===== src/rtl/regfile_mp.sv =====
`timescale 1ns/1ps
// regfile_mp
// Parametrised register file for the accelerator datapath. It has two
// combinational read ports (S, T) and two write ports (A, B), plus a
// per-register pending scoreboard that the issue stage drives.
//
// Ports:
//   clock        sole clock, every state update happens on its rising edge
//   reset        synchronous active-low reset, sampled on the rising edge
//   rs_num/rt_num        read port S/T register index
//   rs_data/rt_data      read port S/T data (combinational)
//   rs_ready/rt_ready    read port S/T value is valid (not pending or bypassed)
//   wa_en/wa_num/wa_data write port A enable, index, data
//   wb_en/wb_num/wb_data write port B enable, index, data (wins over A)
//   mark_en/mark_num     mark a register as an in-flight destination
//   pending_vec          current pending bits, bit i = register i
//
// Parameters:
//   DATA_W    register width
//   DEPTH     number of registers (power of two, >= 2)
//   ADDR_W    log2(DEPTH)
//   BYPASS    1 = forward same-cycle writes to matching read ports
//   ZERO_REG  1 = register 0 reads as zero, ignores writes, never pending

module regfile_mp #(
    parameter int DATA_W   = 8,
    parameter int DEPTH    = 8,
    parameter int ADDR_W   = 3,
    parameter int BYPASS   = 1,
    parameter int ZERO_REG = 0
) (
    input  logic              clock,
    input  logic              reset,
    input  logic [ADDR_W-1:0] rs_num,
    input  logic [ADDR_W-1:0] rt_num,
    output logic [DATA_W-1:0] rs_data,
    output logic [DATA_W-1:0] rt_data,
    output logic              rs_ready,
    output logic              rt_ready,
    input  logic              wa_en,
    input  logic [ADDR_W-1:0] wa_num,
    input  logic [DATA_W-1:0] wa_data,
    input  logic              wb_en,
    input  logic [ADDR_W-1:0] wb_num,
    input  logic [DATA_W-1:0] wb_data,
    input  logic              mark_en,
    input  logic [ADDR_W-1:0] mark_num,
    output logic [DEPTH-1:0]  pending_vec
);

    logic [DATA_W-1:0] regs [DEPTH];
    logic [DEPTH-1:0]  pending;
    logic [DEPTH-1:0]  pendingNext;

    logic waEff;
    logic wbEff;
    logic markEff;
    logic bypassOn;

    // With a hardwired zero register, any write or mark aimed at index 0 is
    // squashed here, so the storage and scoreboard never see it.
    always_comb begin
        waEff   = wa_en;
        wbEff   = wb_en;
        markEff = mark_en;
        if (ZERO_REG != 0) begin
            if (wa_num == '0)   waEff   = 1'b0;
            if (wb_num == '0)   wbEff   = 1'b0;
            if (mark_num == '0) markEff = 1'b0;
        end
    end

    // Forwarding is only meaningful while out of reset, because the writes
    // presented during a reset cycle will be thrown away at the edge.
    always_comb begin
        bypassOn = (BYPASS != 0) && reset;
    end

    // Scoreboard next state. A mark beats a write to the same register: the
    // write retires an older producer while the mark announces a newer one,
    // so the register must stay pending.
    always_comb begin
        pendingNext = pending;
        for (int i = 0; i < DEPTH; i++) begin
            if (markEff && (mark_num == ADDR_W'(i))) begin
                pendingNext[i] = 1'b1;
            end else if ((waEff && (wa_num == ADDR_W'(i))) ||
                         (wbEff && (wb_num == ADDR_W'(i)))) begin
                pendingNext[i] = 1'b0;
            end
        end
    end

    // Storage and scoreboard registers. Port B is written after port A so
    // that, on an index collision, B's data is the one that lands.
    always_ff @(posedge clock) begin
        if (!reset) begin
            for (int i = 0; i < DEPTH; i++) begin
                regs[i] <= '0;
            end
            pending <= '0;
        end else begin
            if (waEff) regs[wa_num] <= wa_data;
            if (wbEff) regs[wb_num] <= wb_data;
            pending <= pendingNext;
        end
    end

    // Read port S: zero register first, then forwarded write B, then A,
    // then the stored value gated by the scoreboard.
    always_comb begin
        rs_data  = regs[rs_num];
        rs_ready = !pending[rs_num];
        if ((ZERO_REG != 0) && (rs_num == '0)) begin
            rs_data  = '0;
            rs_ready = 1'b1;
        end else if (bypassOn && wbEff && (wb_num == rs_num)) begin
            rs_data  = wb_data;
            rs_ready = 1'b1;
        end else if (bypassOn && waEff && (wa_num == rs_num)) begin
            rs_data  = wa_data;
            rs_ready = 1'b1;
        end
    end

    // Read port T: same priority as port S.
    always_comb begin
        rt_data  = regs[rt_num];
        rt_ready = !pending[rt_num];
        if ((ZERO_REG != 0) && (rt_num == '0)) begin
            rt_data  = '0;
            rt_ready = 1'b1;
        end else if (bypassOn && wbEff && (wb_num == rt_num)) begin
            rt_data  = wb_data;
            rt_ready = 1'b1;
        end else if (bypassOn && waEff && (wa_num == rt_num)) begin
            rt_data  = wa_data;
            rt_ready = 1'b1;
        end
    end

    assign pending_vec = pending;

endmodule


===== config.mk =====
export PLATFORM = sky130hd
export DESIGN_NAME = regfile_mp
export DESIGN_NICKNAME = d
export VERILOG_FILES = /design/src/rtl/regfile_mp.sv
export SDC_FILE = /design/constraint.sdc
export NUM_CORES = 1
export LEC_CHECK = 0
export ABC_AREA = 1
export CAP_MARGIN = 20
export CORE_MARGIN = 2
export CORE_UTILIZATION = 43
export DETAILED_ROUTE_END_ITERATION = 6
export SKIP_LAST_GASP = 1
export SLEW_MARGIN = 0
export SYNTH_ARGS = -nofsm -noshare
export SYNTH_HDL_FRONTEND = slang
export SYNTH_SLANG_ARGS = --single-unit

===== constraint.sdc =====
create_clock -name clock -period 2.5 [get_ports clock]
set_input_delay 0.5 -clock clock [delete_from_list [all_inputs] [get_ports clock]]
set_output_delay 0.5 -clock clock [all_outputs]
set_load 0.005 [all_outputs]

### Word level (Yosys, flattened, before mapping)

Memories as Yosys holds them, arrays and structs flattened.
Index checks and enable logic that the tools add are counted.

* bits in registers: 8
* RAM bits: 64
* input bits: 36
* output and inout port bits: 26
* logic and storage cells: 130
* memories: 1

* magnitude comparators: 2
* equality and inequality tests: 25
* multiplexer cells: 41
* reductions and logical operators: 53

Memory list
* regs: depth 8, bits a word 8, rd ports 2, clocked after Yosys merged registers in 0, wr ports 8, RTL line 51 `logic [DATA_W-1:0] regs [DEPTH];`

Operators with widths (number)
* two-way mux 8 bit: 6
* == test 3 bit (second input constant): 12
* two-way mux 1 bit: 31
* logical AND 1 bit: 30
* == test 3 x 2 -> 1 bit (second input constant): 6
* nonzero test 2 bit: 8
* OR reduction 8 bit: 2
* == test 3 bit: 4
* == test 3 x 1 -> 1 bit (second input constant): 3
* zero test 3 bit: 3
* logical OR 1 bit: 8
* < comparator 3 x 4 -> 1 bit (second input constant): 2
* binary-select mux 1 bit (select 3 bit): 2
* two-way mux 3 bit: 2
* zero test 1 bit: 2

### Longest topological paths before layout

* depth in word-level cells: 5
* gate-level depth with buffers: 10
* mapped depth without buffers: 9

### Worst setup path before layout

Ideal clock, no wire load.

* path type: input-to-output
* from: in wa_num[0]
* to: out rs_data[2]
* data arrival time: 1.414 ns
* required time: 2.000 ns
* slack: 0.586 ns
* stages: 10
* path buffers: 1
* cell sequence: buf_2 -> inv_1 -> nand2_1 -> nand2_1 -> nor2_2 -> nand2_2 -> nand2_1 -> inv_2 -> nand2_1 -> nand2_1

* longest elaborated chain between the ends: 4

Ends and longest elaborated chain
* start, declared: RTL line 41 `input logic [ADDR_W-1:0] wa_num,`
* == test 3 bit: RTL line 120 `end else if (bypassOn && waEff && (wa_num == rs_num)) begin`
* logical AND 1 bit: RTL line 120
* two-way mux 8 bit: RTL line 120
* two-way mux 8 bit: RTL line 117 `end else if (bypassOn && wbEff && (wb_num == rs_num)) begin`
* end, declared: RTL line 36 `output logic [DATA_W-1:0] rs_data,`

No other way between the ends.

### Worst setup path in the final report

* from: in rt_num[2]
* to: out rt_data[6]

* longest elaborated chain between the ends: 4
* elaborated cells between the ends (all ways): 7
* those cells by class: 2 x eq/ne; 2 x mux; 2 x reduce/logical; 1 x memory

Ends and longest elaborated chain
* start, declared: RTL line 35 `input logic [ADDR_W-1:0] rt_num,`
* branches (longest 3 deep; another with memory read (8 x 8 bit))
* two-way mux 8 bit (*): RTL line 133 `end else if (bypassOn && wbEff && (wb_num == rt_num)) begin`
* end, declared: RTL line 37 `output logic [DATA_W-1:0] rt_data,`

Mark *: on every way between the ends.

==> out/qor.csv <==
metric,value,unit
regToRegStartpoint,pending_vec[1],
per_cell_routed_wire_length,18.4,µm
post-route-period-util,97.1,%
mostFrequentLayoutCell,sky130_fd_sc_hd__nand2_1,
cts_htree_levels,3,
proportion_of_layout_cells_with_a_drive_suffix_above_1,18.1,%
worst_clock_skew,0,ns
dpl.cell_count,960,
n_fill_cell,1076,
ys_types,29,
synth.yosys.warnings,0,
row_count,39,
clock_path_buffers,2,
largest_net_degree_at_the_start_of_global_routing,25,
grt_util_met2,43.9,%
grt_antenna_before_repair,0,
cts.sink_count,72,
cts.hold.buffers_added,0,
flow.area_growth_from_synthesis,34.6,%
critical_path_arrival,1.93,ns
timing.critical_path.to,rt_data[6],
worstSetupEndpointType,output pin,
worstPathMaxFanout,3,
status,"complete, no violations",
root_buffer,sky130_fd_sc_hd__clkbuf_16,
timing.reg2reg.worst_path_depth,2,
worst_pin_slew,0.451,ns
min_path_type,reg2reg,
crit_type,in2out,
top_ports,62,
crit_required,2.00,ns
min_period,2.43,ns
setup_total_negative_slack,0,ns
groute.layer.met1.usage,40.8,%
holdWs,0.546,ns
drv.max_cap_violation_count,0,
clk_slew_on_worst_s_h_paths,0.06,ns
finalNonFillerCells,988,
critical_path_startpoint_category,primary input,
fraction_of_the_mapped_netlist_area_in_adder_cells,0,%
drcViolationCount,0,
syn-cell-area,5050,µm²
dieHeight,112,µm
dp_hpwl,14100,µm
fin_total_pwr,3.57,mW
synth_async_sr_flop_share,0,%
critPathLaunch,rt_num[2],
power_per_cell_area,526,nW/µm²
min-delay-start,pending_vec[6],
grt.busiest_layer,met2,
grt.met3_usage,7.45,%
nNetsFinal,876,
synth_fp_nets,748,
synth-compound-area-share,18.1,%
syn_area_per_cell,7.09,µm²
final-hold-violation-count,0,
global_route_total_usage_across_every_layer,28.9,%
slew-limit-headroom,69.9,%
tritoncts_buffers,9,
maximum_vdd_drop,0.583,mV
insertion_delay,0.34,ns
routabilityCongestion,0.975,
globalRouteOverflowTotal,0,
synth_top_family_by_area,simple AND/OR/NAND/NOR gates,
leakagePower,3.06,nW
detail_route.wirelength,18200,µm
most-common-layout-cells,"sky130_fd_sc_hd__nand2_1, sky130_fd_sc_hd__nand3_1, sky130_fd_sc_hd__inv_1, sky130_fd_sc_hd__buf_4, sky130_fd_sc_hd__edfxtp_1",
final_setup_violation_count,0,
synthCells,712,
first_global_vias,5143,
drtPass1Iterations,5,
placeableCoreArea,11400,µm²
worst_r2r_endpoint,pending_vec[1],
total_vias_in_the_final_route,5580,
synth_mux_area_share,0,%
grt_first_pass_wirelength,28200,µm
width_of_the_die,112,µm
drtAntennaViolNets,0,
num_antenna_cells,0,
initial_core_util,44.2,%
port_buffers,61,
r2r_setup_slack,1.71,ns
synth_enable_flop_cells,64,
post_drt_via_cell_ratio,5.65,
synth_flop_cell,sky130_fd_sc_hd__edfxtp_1,
post_synth_and_or_nand_nor_area_fraction,30.0,%
drtIter0Drc,682,
die_area,12600,µm²
yosysSeqAreaShare,41.3,%
synth_xor_area_share,0.347,%
slew_violations,0,
tritoncts_clock_tree,done,
clock.fmax,412,MHz
yosys_register_bits,72,
## flip-flops by register name, summed over array words and instances, names as in the netlist
register,flops
pending_vec,8
regs,64
## per-stage QoR
stage               utilization [%]  instance area (µm²)  setup slack, ns
finish                         59.5                 6790           0.0719
global route                   59.5                 6790          -0.0309
CTS                            59.4                 6780           -0.102
detailed placement             55.7                 6360           -0.544
global placement               55.7                 6360           -0.522
floorplan                         -                 5050            0.586
## report_power, final
group	total (mW)	switching (mW)	leakage, nW	internal (mW)
logic	0.828	0.485	2.22	0.342
clock network	1.30	0.526	0.146	0.774
registers	1.45	0.0422	0.691	1.40
total	3.57	1.05	3.06	2.52
## cell type report
type                    instances  area [µm²]  area share (%)
inverters                     100         378            5.56
well taps                     143         179            2.63
flip-flops and latches         72        2080            30.7
clock buffers                   9         225            3.32
clock inverters                 7        70.1            1.03
multi-input cells             509        2520            37.1
repair buffers                148        1340            19.7
## cells by family after synthesis
family,count (synthesis)
buf+inv,131
flops,72
xor+xnor,2
compound gates,157
simple gates,350
## repair_timing
item | CTS | global route
resized for setup | 69 | 27
buffers inserted | 9 | 3
pin swaps | 8 | 4
endpoints found under the setup margin | 18 | 15
gates cloned | 0 | 0
## worst min-delay path by stage
stage                           to  cells after the start
floorplan           pending_vec[5]                      2
CTS                 pending_vec[6]                      2
detailed placement  pending_vec[0]                      2
finish              pending_vec[6]                      2
global route        pending_vec[5]                      2
global placement    pending_vec[0]                      2
## cells in the mapped netlist (2+ instances only)
library cell | n | area [µm²]
sky130_fd_sc_hd__nor2_1 | 41 | 154
sky130_fd_sc_hd__o21ai_1 | 5 | 25.0
sky130_fd_sc_hd__o211ai_1 | 17 | 128
sky130_fd_sc_hd__xor2_1 | 2 | 17.5
sky130_fd_sc_hd__a21oi_1 | 36 | 180
sky130_fd_sc_hd__buf_2 | 16 | 80.1
sky130_fd_sc_hd__nand2_1 | 190 | 713
sky130_fd_sc_hd__nor2_2 | 3 | 18.8
sky130_fd_sc_hd__o21ai_0 | 39 | 195
sky130_fd_sc_hd__inv_2 | 11 | 41.3
sky130_fd_sc_hd__nand3_1 | 103 | 515
sky130_fd_sc_hd__inv_1 | 89 | 334
sky130_fd_sc_hd__clkbuf_1 | 12 | 45.0
sky130_fd_sc_hd__nand2_2 | 4 | 25.0
sky130_fd_sc_hd__nand4_1 | 3 | 18.8
sky130_fd_sc_hd__dfxtp_1 | 8 | 160
sky130_fd_sc_hd__edfxtp_1 | 64 | 1920
sky130_fd_sc_hd__o32ai_1 | 2 | 17.5
sky130_fd_sc_hd__o22ai_1 | 56 | 350
sky130_fd_sc_hd__nor2_4 | 2 | 22.5
## worst max-delay path: stages
cell	delay, ns
sky130_fd_sc_hd__dlygate4sd2_1	0.26
sky130_fd_sc_hd__buf_6	0.14
sky130_fd_sc_hd__nand2_1	0.08
sky130_fd_sc_hd__nand2_2	0.07
sky130_fd_sc_hd__nor2_4	0.14
sky130_fd_sc_hd__nand2_2	0.09
sky130_fd_sc_hd__buf_4	0.14
sky130_fd_sc_hd__buf_4	0.12
sky130_fd_sc_hd__nand3_1	0.09
sky130_fd_sc_hd__nand3_1	0.09
sky130_fd_sc_hd__nand2_1	0.09
sky130_fd_sc_hd__clkbuf_2	0.11
## routing by layer
layer  routed length [µm]  up-vias
li1                     -     2696
met1                 8100     2585
met2                 8080      271
met3                 1660       28
met4                  341        0
met5                    0        -
Note: power is estimated with default switching activity, not from simulation.
